`src/rtl/bp_cce_mode_sync_ctrl_if.sv`:
```
// rtl/bp_cce_mode_sync_ctrl_if.sv - sync-command / sync-ack bundle for the CCE mode controller
//
// Signals:
//   lce_cmd_v          master->slave  sync command valid
//   lce_cmd_ready_and  slave->master  sync command accepted (ready&valid)
//   lce_cmd_dst_id     master->slave  destination LCE of the sync command
//   lce_cmd_src_id     master->slave  issuing CCE id
//   sync_ack_v         slave->master  one sync ack returned this cycle
// Modports: master (the mode controller), slave (the LCE-side network).

interface bp_cce_mode_sync_ctrl_if #(
    parameter int lce_id_width_p = 4,
    parameter int cce_id_width_p = 4
);
    logic                      lce_cmd_v;
    logic                      lce_cmd_ready_and;
    logic [lce_id_width_p-1:0] lce_cmd_dst_id;
    logic [cce_id_width_p-1:0] lce_cmd_src_id;
    logic                      sync_ack_v;

    modport master (
        output lce_cmd_v,
        input  lce_cmd_ready_and,
        output lce_cmd_dst_id,
        output lce_cmd_src_id,
        input  sync_ack_v
    );

    modport slave (
        input  lce_cmd_v,
        output lce_cmd_ready_and,
        input  lce_cmd_dst_id,
        input  lce_cmd_src_id,
        output sync_ack_v
    );
endinterface

```
`src/rtl/bp_cce_mode_sync_ctrl.sv`:
```
// rtl/bp_cce_mode_sync_ctrl.sv - CCE uncached/normal mode switch with drain and LCE sync
//
// Switching to normal mode drains the CCE pipes, sends one sync command to each
// active LCE (throttled by max_outstanding_p unacked commands) and commits the
// mode once every sync has been acked. Switching to uncached mode only drains.
//
// Optional feature macro: BP_CCE_SYNC_TIMEOUT_EN (sync-ack timeout -> e_error).
//
// Ports:
//   clk_i, reset_n_i           clock, asynchronous active-low reset
//   cfg_mode_i                 requested mode (0 uncached, 1 normal)
//   cfg_cce_id_i               this CCE's id (sync command source)
//   cfg_num_active_lce_i       number of LCEs to sync, clamped to num_lce_p
//   req_empty_i .. mem_credits_full_i   drain status
//   cmd_if                     sync command / ack bundle (master side)
//   mode_o                     committed mode
//   drain_then_stall_o         stall request to the CCE pipes
//   busy_o                     controller not idle
//   timeout_o                  sticky sync-ack timeout

module bp_cce_mode_sync_ctrl #(
    parameter int num_lce_p         = 8,
    parameter int lce_id_width_p    = 4,
    parameter int cce_id_width_p    = 4,
    parameter int max_outstanding_p = 4,
    parameter int timeout_cycles_p  = 1024
) (
    input  logic                      clk_i,
    input  logic                      reset_n_i,
    input  logic                      cfg_mode_i,
    input  logic [cce_id_width_p-1:0] cfg_cce_id_i,
    input  logic [lce_id_width_p:0]   cfg_num_active_lce_i,
    input  logic                      req_empty_i,
    input  logic                      uc_pipe_empty_i,
    input  logic                      coh_pipe_empty_i,
    input  logic                      mem_credits_full_i,
    bp_cce_mode_sync_ctrl_if.master   cmd_if,
    output logic                      mode_o,
    output logic                      drain_then_stall_o,
    output logic                      busy_o,
    output logic                      timeout_o
);

    localparam int cnt_w_lp = $clog2(num_lce_p + 1);
    localparam logic [cnt_w_lp-1:0]     max_out_lp = cnt_w_lp'(max_outstanding_p);
    localparam logic [lce_id_width_p:0] num_lce_lp = (lce_id_width_p + 1)'(num_lce_p);

    typedef enum logic [2:0] {
        e_ready,
        e_wait_drain,
        e_send_sync,
        e_sync_ack,
        e_error
    } state_e;

    state_e                state_q, state_d;
    logic                  mode_q, mode_d;
    logic                  stall_q, stall_d;
    logic                  busy_q, busy_d;
    logic                  cmd_v_q, cmd_v_d;
    logic [cnt_w_lp-1:0]   sent_q, sent_d;
    logic [cnt_w_lp-1:0]   out_q, out_d;
    logic [cnt_w_lp-1:0]   active_q, active_d;
    logic [cnt_w_lp-1:0]   active_clamp;
    logic                  hs;
    logic                  ack;
    logic                  drain_complete;

`ifdef BP_CCE_SYNC_TIMEOUT_EN
    localparam int tmr_w_lp = $clog2(timeout_cycles_p + 1);
    localparam logic [tmr_w_lp-1:0] tmr_max_lp = tmr_w_lp'(timeout_cycles_p);

    logic [tmr_w_lp-1:0]   timer_q, timer_d;
    logic                  timeout_q, timeout_d;
`endif

    assign hs  = cmd_v_q & cmd_if.lce_cmd_ready_and;
    assign ack = cmd_if.sync_ack_v;

    assign drain_complete = stall_q & req_empty_i & uc_pipe_empty_i
                          & coh_pipe_empty_i & mem_credits_full_i;

    assign active_clamp = (cfg_num_active_lce_i > num_lce_lp) ? cnt_w_lp'(num_lce_p)
                                                              : cnt_w_lp'(cfg_num_active_lce_i);

    always_comb begin
        state_d  = state_q;
        mode_d   = mode_q;
        stall_d  = stall_q;
        cmd_v_d  = cmd_v_q;
        sent_d   = sent_q;
        out_d    = out_q;
        active_d = active_q;
`ifdef BP_CCE_SYNC_TIMEOUT_EN
        timer_d   = '0;
        timeout_d = timeout_q;
`endif

        // Outstanding tracks handshakes minus acks; a simultaneous pair cancels
        // and a stray ack with nothing outstanding is dropped (no wrap below 0).
        if (hs && !ack) begin
            out_d = out_q + 1'b1;
        end else if (!hs && ack && (out_q != '0)) begin
            out_d = out_q - 1'b1;
        end

        case (state_q)
            e_ready: begin
                // Level compare, not edge: a pending mismatch is re-evaluated here
                // after any sync sequence finishes.
                if (cfg_mode_i != mode_q) begin
                    stall_d = 1'b1;
                    state_d = e_wait_drain;
                end
            end

            e_wait_drain: begin
                if (drain_complete) begin
                    if (cfg_mode_i == mode_q) begin
                        stall_d = 1'b0;
                        state_d = e_ready;
                    end else if (!cfg_mode_i) begin
                        mode_d  = 1'b0;
                        stall_d = 1'b0;
                        state_d = e_ready;
                    end else if (active_clamp == '0) begin
                        mode_d  = 1'b1;
                        stall_d = 1'b0;
                        state_d = e_ready;
                    end else begin
                        active_d = active_clamp;
                        sent_d   = '0;
                        state_d  = e_send_sync;
                        cmd_v_d  = (out_d < max_out_lp);
                    end
                end
            end

            e_send_sync: begin
                if (hs) begin
                    sent_d = sent_q + 1'b1;
                end
                if (hs && (sent_q == active_q - 1'b1)) begin
                    state_d = e_sync_ack;
                    cmd_v_d = 1'b0;
                end else begin
                    cmd_v_d = (out_d < max_out_lp);
                end
            end

            e_sync_ack: begin
                if ((out_q == '0) || ((out_q == cnt_w_lp'(1)) && ack)) begin
                    mode_d  = 1'b1;
                    stall_d = 1'b0;
                    state_d = e_ready;
                end
            end

            e_error: begin
                stall_d = 1'b1;
                cmd_v_d = 1'b0;
            end

            default: begin
                state_d = e_ready;
            end
        endcase

`ifdef BP_CCE_SYNC_TIMEOUT_EN
        // Idle-cycle counter: any forward progress (send or ack) restarts it.
        if ((state_q == e_send_sync) || (state_q == e_sync_ack)) begin
            if (hs || ack) begin
                timer_d = '0;
            end else if (out_q != '0) begin
                timer_d = timer_q + 1'b1;
            end else begin
                timer_d = timer_q;
            end
            if (timer_d == tmr_max_lp) begin
                state_d   = e_error;
                timeout_d = 1'b1;
                stall_d   = 1'b1;
                cmd_v_d   = 1'b0;
            end
        end
`endif
    end

    assign busy_d = (state_d != e_ready);

    always_ff @(posedge clk_i or negedge reset_n_i) begin
        if (!reset_n_i) begin
            state_q   <= e_ready;
            mode_q    <= 1'b0;
            stall_q   <= 1'b0;
            busy_q    <= 1'b0;
            cmd_v_q   <= 1'b0;
            sent_q    <= '0;
            out_q     <= '0;
            active_q  <= '0;
`ifdef BP_CCE_SYNC_TIMEOUT_EN
            timer_q   <= '0;
            timeout_q <= 1'b0;
`endif
        end else begin
            state_q   <= state_d;
            mode_q    <= mode_d;
            stall_q   <= stall_d;
            busy_q    <= busy_d;
            cmd_v_q   <= cmd_v_d;
            sent_q    <= sent_d;
            out_q     <= out_d;
            active_q  <= active_d;
`ifdef BP_CCE_SYNC_TIMEOUT_EN
            timer_q   <= timer_d;
            timeout_q <= timeout_d;
`endif
        end
    end

    assign cmd_if.lce_cmd_v      = cmd_v_q;
    assign cmd_if.lce_cmd_dst_id = lce_id_width_p'(sent_q);
    assign cmd_if.lce_cmd_src_id = cfg_cce_id_i;

    assign mode_o             = mode_q;
    assign drain_then_stall_o = stall_q;
    assign busy_o             = busy_q;

`ifdef BP_CCE_SYNC_TIMEOUT_EN
    assign timeout_o = timeout_q;
`else
    assign timeout_o = 1'b0;
`endif

endmodule

```
`src/flat_wrapper.sv`:
```
// flat-port wrapper written by rule: the top's interface ports become plain ports
module bp_cce_mode_sync_ctrl_flat 
#(
    parameter int num_lce_p         = 8,
    parameter int lce_id_width_p    = 4,
    parameter int cce_id_width_p    = 4,
    parameter int max_outstanding_p = 4,
    parameter int timeout_cycles_p  = 1024
)
  (clk_i, reset_n_i, cfg_mode_i, cfg_cce_id_i, cfg_num_active_lce_i, req_empty_i, uc_pipe_empty_i, coh_pipe_empty_i, mem_credits_full_i, mode_o, drain_then_stall_o, busy_o, timeout_o, cmd_if_lce_cmd_v, cmd_if_lce_cmd_ready_and, cmd_if_lce_cmd_dst_id, cmd_if_lce_cmd_src_id, cmd_if_sync_ack_v);
  bp_cce_mode_sync_ctrl_if #(.lce_id_width_p(lce_id_width_p), .cce_id_width_p(cce_id_width_p)) cmd_if_i ();
  input  logic clk_i;
  input  logic reset_n_i;
  input  logic cfg_mode_i;
  input  logic [cce_id_width_p-1:0] cfg_cce_id_i;
  input  logic [lce_id_width_p:0] cfg_num_active_lce_i;
  input  logic req_empty_i;
  input  logic uc_pipe_empty_i;
  input  logic coh_pipe_empty_i;
  input  logic mem_credits_full_i;
  output logic mode_o;
  output logic drain_then_stall_o;
  output logic busy_o;
  output logic timeout_o;
  output wire logic [$bits(cmd_if_i.lce_cmd_v)-1:0] cmd_if_lce_cmd_v;
  input wire logic [$bits(cmd_if_i.lce_cmd_ready_and)-1:0] cmd_if_lce_cmd_ready_and;
  output wire logic [$bits(cmd_if_i.lce_cmd_dst_id)-1:0] cmd_if_lce_cmd_dst_id;
  output wire logic [$bits(cmd_if_i.lce_cmd_src_id)-1:0] cmd_if_lce_cmd_src_id;
  input wire logic [$bits(cmd_if_i.sync_ack_v)-1:0] cmd_if_sync_ack_v;
  assign cmd_if_lce_cmd_v = cmd_if_i.lce_cmd_v;
  assign cmd_if_i.lce_cmd_ready_and = cmd_if_lce_cmd_ready_and;
  assign cmd_if_lce_cmd_dst_id = cmd_if_i.lce_cmd_dst_id;
  assign cmd_if_lce_cmd_src_id = cmd_if_i.lce_cmd_src_id;
  assign cmd_if_i.sync_ack_v = cmd_if_sync_ack_v;
  bp_cce_mode_sync_ctrl #(.num_lce_p(num_lce_p), .lce_id_width_p(lce_id_width_p), .cce_id_width_p(cce_id_width_p), .max_outstanding_p(max_outstanding_p), .timeout_cycles_p(timeout_cycles_p)) u_core (.clk_i(clk_i), .reset_n_i(reset_n_i), .cfg_mode_i(cfg_mode_i), .cfg_cce_id_i(cfg_cce_id_i), .cfg_num_active_lce_i(cfg_num_active_lce_i), .req_empty_i(req_empty_i), .uc_pipe_empty_i(uc_pipe_empty_i), .coh_pipe_empty_i(coh_pipe_empty_i), .mem_credits_full_i(mem_credits_full_i), .cmd_if(cmd_if_i), .mode_o(mode_o), .drain_then_stall_o(drain_then_stall_o), .busy_o(busy_o), .timeout_o(timeout_o));
endmodule
```
`config.mk`:
```
export PLATFORM = sky130hd
export DESIGN_NAME = bp_cce_mode_sync_ctrl_flat
export DESIGN_NICKNAME = d
export VERILOG_FILES = /design/src/rtl/bp_cce_mode_sync_ctrl_if.sv /design/src/rtl/bp_cce_mode_sync_ctrl.sv /design/src/flat_wrapper.sv
export SDC_FILE = /design/constraint.sdc
export NUM_CORES = 1
export LEC_CHECK = 0
export ABC_AREA = 0
export BUFFER_PORTS_ARGS = -buffer_cell sky130_fd_sc_hd__buf_2
export CORE_AREA = 2 2 52 54
export DETAILED_ROUTE_END_ITERATION = 12
export DIE_AREA = 0 0 54 56
export GPL_ROUTABILITY_DRIVEN = 0
export PLACE_DENSITY = 0.76
export SETUP_SLACK_MARGIN = 0.4
export SYNTH_ARGS = -nofsm -noshare
export SYNTH_HDL_FRONTEND = slang
export SYNTH_SLANG_ARGS = --single-unit
```
`constraint.sdc`:
```
create_clock -name clk_i -period 1.95 [get_ports clk_i]
set_input_delay 0.39 -clock clk_i [delete_from_list [all_inputs] [get_ports clk_i]]
set_output_delay 0.39 -clock clk_i [all_outputs]
set_load 0.1 [all_outputs]
```
**After elaboration in Yosys (flattened, before gate mapping)**

Index checks and enable logic that the tools add are counted.

- Add/subtract/negate cells: 4
- $lt $le $gt $ge: 2
- Equality and inequality tests: 17
- Multiplexer cells: 36
- Bitwise gates (word level): 7
- Reduce and logical (&&, ||, !) cells: 22

Operators by type and width:

| kind | count |
|---|---|
| 4-bit 2-to-1 mux | 8 |
| 5-bit AND reduction | 4 |
| 3-bit 2-to-1 mux | 6 |
| 1-bit 2-to-1 mux | 16 |
| 3-bit one-hot mux with 5 select lines | 1 |
| 4-bit by 1-bit adder with 4-bit output, second input constant | 2 |
| 4-bit zero test | 2 |
| 2-bit by 1-bit inequality test with 1-bit output, second input constant | 4 |
| 4-bit one-hot mux with 2 select lines | 1 |
| 4-bit nonzero test | 2 |
| 4-bit by 1-bit subtractor with 4-bit output, second input constant | 2 |
| 3-bit by 2-bit equality test with 1-bit output, second input constant | 2 |
| 2-bit inequality test, second input constant | 3 |
| 6-bit AND reduction | 1 |
| 3-bit nonzero test | 2 |
| 1-bit AND | 5 |
| 5-bit by 4-bit > comparator with 1-bit output, second input constant | 1 |
| 1-bit logical AND | 5 |
| 4-bit by 1-bit equality test with 1-bit output, second input constant | 1 |
| 4-bit equality test | 1 |
| 4-bit by 3-bit less-than comparator with 1-bit output, second input constant | 1 |
| 4-bit by 2-bit inequality test with 1-bit output, second input constant | 1 |
| 1-bit one-hot mux with 4 select lines | 1 |
| 2-bit nonzero test | 2 |
| other kinds (12) | 14 |

- Flip-flop bits (word level): 19
- Input port bits: 18
- Output and inout port bits: 13
- Logic and storage cells: 96

**Logic depth before layout (Yosys ltp)**

- Depth in word-level cells: 12
- Depth in mapped cells: 7
- Gate-level depth less buffers: 7

**Worst setup path after synthesis**

No wires, ideal clock.

- Path kind: register to register
- Start: register u_core.cmd_v_q, in the netlist u_core.cmd_if.lce_cmd_v
- End: register u_core.cmd_v_q, in the netlist u_core.cmd_if.lce_cmd_v
- Arrival time: 2033 ps
- Path slack: -216 ps
- Stages on the path, launching flop included: 6
- Clock period less this slack: 2166 ps
- Path through: dfrtp_1 > nand2_1 > or2_2 > o22ai_1 > xor2_1 > o32ai_2

- Cells in the longest elaborated chain, start to end: 12
- Elaborated cells between the ends (all ways): 15

RTL lines:

| element | RTL line | source |
|---|---|---|
| from (decl) | bp_cce_mode_sync_ctrl.sv:60 | `logic cmd_v_q, cmd_v_d;` |
| from (signal assigned) | bp_cce_mode_sync_ctrl.sv:210 | `cmd_v_q <= cmd_v_d;` |
| 1-bit AND * | bp_cce_mode_sync_ctrl.sv:77 | `assign hs = cmd_v_q & cmd_if.lce_cmd_ready_and;` |
| 1-bit zero test | bp_cce_mode_sync_ctrl.sv:103 | `end else if (!hs && ack && (out_q != '0)) begin` |
| 1-bit logical AND (2 in a row) | bp_cce_mode_sync_ctrl.sv:103 |  |
| 4-bit 2-to-1 mux | bp_cce_mode_sync_ctrl.sv:103 |  |
| 4-bit 2-to-1 mux * | bp_cce_mode_sync_ctrl.sv:101 | `if (hs && !ack) begin` |
| net u_core.out_d[3] | bp_cce_mode_sync_ctrl.sv:62 | `logic [cnt_w_lp-1:0] out_q, out_d;` |
| 4-bit by 3-bit less-than comparator with 1-bit output * | bp_cce_mode_sync_ctrl.sv:134, bp_cce_mode_sync_ctrl.sv:147 |  |
| 1-bit 2-to-1 mux | bp_cce_mode_sync_ctrl.sv:126 | `end else if (active_clamp == '0) begin` |
| 1-bit 2-to-1 mux | bp_cce_mode_sync_ctrl.sv:122 | `end else if (!cfg_mode_i) begin` |
| 1-bit 2-to-1 mux | bp_cce_mode_sync_ctrl.sv:119 | `if (cfg_mode_i == mode_q) begin` |
| 1-bit 2-to-1 mux | bp_cce_mode_sync_ctrl.sv:118 | `if (drain_complete) begin` |
| 1-bit one-hot mux with 3 select lines * | bp_cce_mode_sync_ctrl.sv:107 | `case (state_q)` |

Mark *: on every way through the listed nets, which the timed path passes. The rest lies on a longest branch. The select of a mux whose other input is x is not followed.
A chain may end at the register's enable or synchronous reset.

**Worst setup path after layout**

- Start: register u_core.out_q[1]
- End: register u_core.cmd_v_q, in the netlist u_core.cmd_if.lce_cmd_v

- Cells in the longest elaborated chain, start to end: 10
- Elaborated cells between the ends (all ways): 13

RTL lines:

| element | RTL line | source |
|---|---|---|
| from (decl) | bp_cce_mode_sync_ctrl.sv:62 |  |
| from (signal assigned) | bp_cce_mode_sync_ctrl.sv:212 | `out_q <= out_d;` |
| parallel branches: the longest is 3 deep, another holds 4-bit by 1-bit subtractor with 4-bit output | n/a |  |
| 4-bit 2-to-1 mux * | bp_cce_mode_sync_ctrl.sv:101 |  |
| net u_core.out_d[3] | bp_cce_mode_sync_ctrl.sv:62 |  |
| 4-bit by 3-bit less-than comparator with 1-bit output * | bp_cce_mode_sync_ctrl.sv:134, bp_cce_mode_sync_ctrl.sv:147 |  |
| 1-bit 2-to-1 mux | bp_cce_mode_sync_ctrl.sv:126 |  |
| 1-bit 2-to-1 mux | bp_cce_mode_sync_ctrl.sv:122 |  |
| 1-bit 2-to-1 mux | bp_cce_mode_sync_ctrl.sv:119 |  |
| 1-bit 2-to-1 mux | bp_cce_mode_sync_ctrl.sv:118 |  |
| 1-bit one-hot mux with 3 select lines * | bp_cce_mode_sync_ctrl.sv:107 |  |

Mark *: on every way through the listed nets, which the timed path passes. The select of a mux whose other input is x is not followed.

==> metrics.md <==
| Metric | Value |
|---|---|
| Worst reg-to-reg path cell count | `7` |
| Syn Nets | `154` |
| Final Non-Filler Cells | `201` |
| Commonest cells after routing, fill and taps aside | `20 x buf_4, 14 x buf_2, 10 x dfrtp_1` |
| GRT Total Usage | `0.207` |
| First-pass GRT wire length | `between 4000 and 5000 µm` |
| DR pass1 iterations | `4` |
| Status | `finished with violations` |
| Num CTS Buffers | `3` |
| Seq/Total Area, Yosys | `0.384` |
| Wire per inst | `14.9 µm` |
| Starting Density | `0.509` |
| Logic pwr share | `0.616` |
| Post-synthesis instance total | `roughly 130` |
| R2r startpoint | `u_core.out_q[1]` |
| Main synth FF type | `dfrtp_1` |
| Data required, critical path | `2.17 ns` |
| Detail Placement HPWL | `1820 µm` |
| Final Max Slew Viols | `0` |
| Final setup fails | `0` |
| Die extent in x | `54 µm` |
| Via count | `1,109` |
| Root buffer cell | `clkbuf_4` |
| Total grt overflow | `0` |
| Clock Latency Late Sink | `about 0.31 ns` |
| Final Critical Period | `1.77 ns` |
| Area contributors post-synth | `dfrtp_1 38%, ha_1 5.1%, xnor2_1 5.0%` |
| Clk_skew | `0.00537 ns` |
| Violated checks | `negative hold slack` |
| Net Sw Frac | `0.486` |
| Final ANT Viol Nets | `0` |
| Ys async rst share | `1.00` |
| LEAKAGE | `0.760 nW` |
| Max-cap violations | `0` |
| Area Overhead vs Synth | `41.3%` |
| Setup TNS | `0 ns` |
| Placed instance count | `roughly 180` |
| IO Count | `31` |
| RSZ-0062 raised after global routing | `yes` |
| Synth top area share | `0.384` |
| Sequential Area | `just under 500 µm²` |
| Vias in the first global route | `about 1.1k` |
| Power per cell area | `1430 nW/µm²` |
| CP Max Fanout | `3` |
| Commonest non-fill, non-tap cell in the layout | `buf_4` |
| Mapped cell area | `approximately 1200 µm²` |
| Largest net degree at the start of global routing | `20` |
| Post-synth EDFFs | `0` |
| Flops & latches, synth | `19` |
| Data arrival, critical path | `about 2.0 ns` |
| Final-layout fill cell count | `190` |
| PortBufs | `21` |
| # nets final | `roughly 200` |
| YS warnings | `0` |
| Area leader, netlist | `dfrtp_1` |
| Switch Pwr | `1.22 mW` |
| CP startpoint | `u_core.out_q[1]` |
| Hold_buf cts | `0` |
| Met2 Track Usage GR | `0.334` |
| Clk slew on worst S/H paths | `0.11 ns` |
| Share of cells above drive strength 1 | `0.520` |
| Final hold violation count | `6` |
| CTS tree | `done` |
| CTS sink count | `19` |
| VDD IR-drop max | `1.24 mV` |
| Initial antenna violation count | `0` |
| DRT iter0 DRCs | `25` |
| Post-synth cell types | `43` |
| Synth Area per Inst | `9.45 µm²` |
| Fin util | `0.719` |
| Met1 Use GR | `0.263` |
| Fmax achieved | `564 MHz` |
| Die ar. | `3020 µm²` |
| Htree depth | `1` |
| Drt drc | `0` |
| Vias per inst | `5.52` |
| GR Util met3 | `0.0242` |
| Multi-input gate area | `837 µm²` |
| GR peak layer | `met2` |
| Clock power frac | `0.082` |
| Kind of critical path | `flip-flop to flip-flop` |
| Startpoint types | `flip-flop` |
| P_int | `approximately 1.3 mW` |
| Routed WL | `2990 µm` |
| Clock Path Buffers | `2` |
| Setup slack, reg-to-reg | `approximately 0.18 ns` |
| Core area | `between 2000 and 2500 µm²` |
| Ant diodes | `0` |
| Worst setup endpoint | `u_core.cmd_if.lce_cmd_v` |
| Die Y | `56 µm` |
| Hold Crit Class | `input pin to asynchronous set/reset pin` |
| Row cnt | `18` |
| Hold_ws | `-0.00181 ns` |
| Reg power frac | `0.302` |
| Tcrit/Tclk final | `0.910` |
| R2r endpoint | `u_core.cmd_if.lce_cmd_v` |
| Critical Path Sink Type | `flip-flop` |
critical path: stages, from the launching register on:
cell      delay, ns
dfrtp_1        0.43
inv_2          0.12
ha_4           0.18
inv_2          0.05
o311ai_4       0.32
o22ai_2        0.16
xor2_2         0.17
o32ai_2        0.26
area by class of cell:
class,count,area share
Tap cell,30,0.0215
Inverter,7,0.0150
Multi-Input combinational cell,97,0.479
Sequential cell,19,0.283
Clock buffer,4,0.0150
Timing Repair Buffer,44,0.187
power by group through the flow:
stage	logic, mW	clock network, mW	registers, mW
floorplan	0.624	0	1.01
global route	1.67	0.232	0.785
finish	1.54	0.205	0.757
detailed placement	1.06	0	0.732
global placement	1.03	0	0.725
CTS	1.40	0.208	0.722
synthesized netlist by cell type, types with 2 or more instances:
library cell  instances
dfrtp_1              19
ha_1                  5
nor3b_1               2
a32o_1                3
xor2_1                3
o22ai_1               2
nor2_1                8
buf_2                 2
nor3_1                5
o21ai_0               8
nand2_1              10
buf_4                 7
inv_1                 7
nand3_1              11
a21oi_1               5
xnor2_1               7
worst min-delay path by stage:
stage	startpoint	to	slack, ns	cells after the start
2_1_floorplan	reset_n_i	u_core.active_q[0]	0.09	0
3_3_place_gp	reset_n_i	u_core.active_q[3]	0.35	1
5_1_grt	reset_n_i	u_core.active_q[1]	0.02	1
3_5_place_dp	reset_n_i	u_core.active_q[3]	0.36	1
4_1_cts	reset_n_i	u_core.active_q[3]	0.02	1
6_report	reset_n_i	u_core.cmd_if.lce_cmd_dst_id[2]	-0.002	1
sequential cells by signal, indices dropped and copies added, names as in the netlist:
signal,cells
u_core.active_q,4
u_core.drain_then_stall_o,1
u_core.state_q,3
u_core.busy_o,1
u_core.mode_o,1
u_core.cmd_if.lce_cmd_dst_id,4
u_core.out_q,4
u_core.cmd_if.lce_cmd_v,1
metal layers:
layer	up-vias	part of all wire
li1	544	-
met5	-	0
met3	7	0.048
met1	526	0.42
met2	32	0.51
met4	0	0.021
cells by family (layout without fill, tap and decap cells):
family	after synthesis	after routing	share of synthesized area
fa+ha+maj	5	5	0.0506
compound gates	28	28	0.170
other cells	1	1	0.00303
buf+inv	16	55	0.0718
flops	19	19	0.384
mux	2	2	0.0172
simple gates	50	51	0.233
xor+xnor	10	10	0.0708
timing repair:
item,4_1_cts,5_1_grt
pin swaps,10,16
endpoints found under the setup margin,22,16
buffers inserted,15,5
gates resized for setup,28,22
gates cloned,0,1
through the flow:
| stage | instance area, µm² | setup WS, ns | total power [mW] | hold slack (ns) |
|---|---|---|---|---|
| detailed placement | 1370 | 0.109 | 1.79 | 0.355 |
| finish | 1750 | 0.176 | 2.50 | -0.00181 |
| global placement | 1370 | 0.172 | 1.75 | 0.352 |
| CTS | 1610 | 0.197 | 2.33 | 0.0183 |
| floorplan | 1260 | 0.303 | 1.63 | 0.0944 |
| global route | 1750 | 0.0622 | 2.69 | 0.0184 |
(Power assumes the default switching activity.)
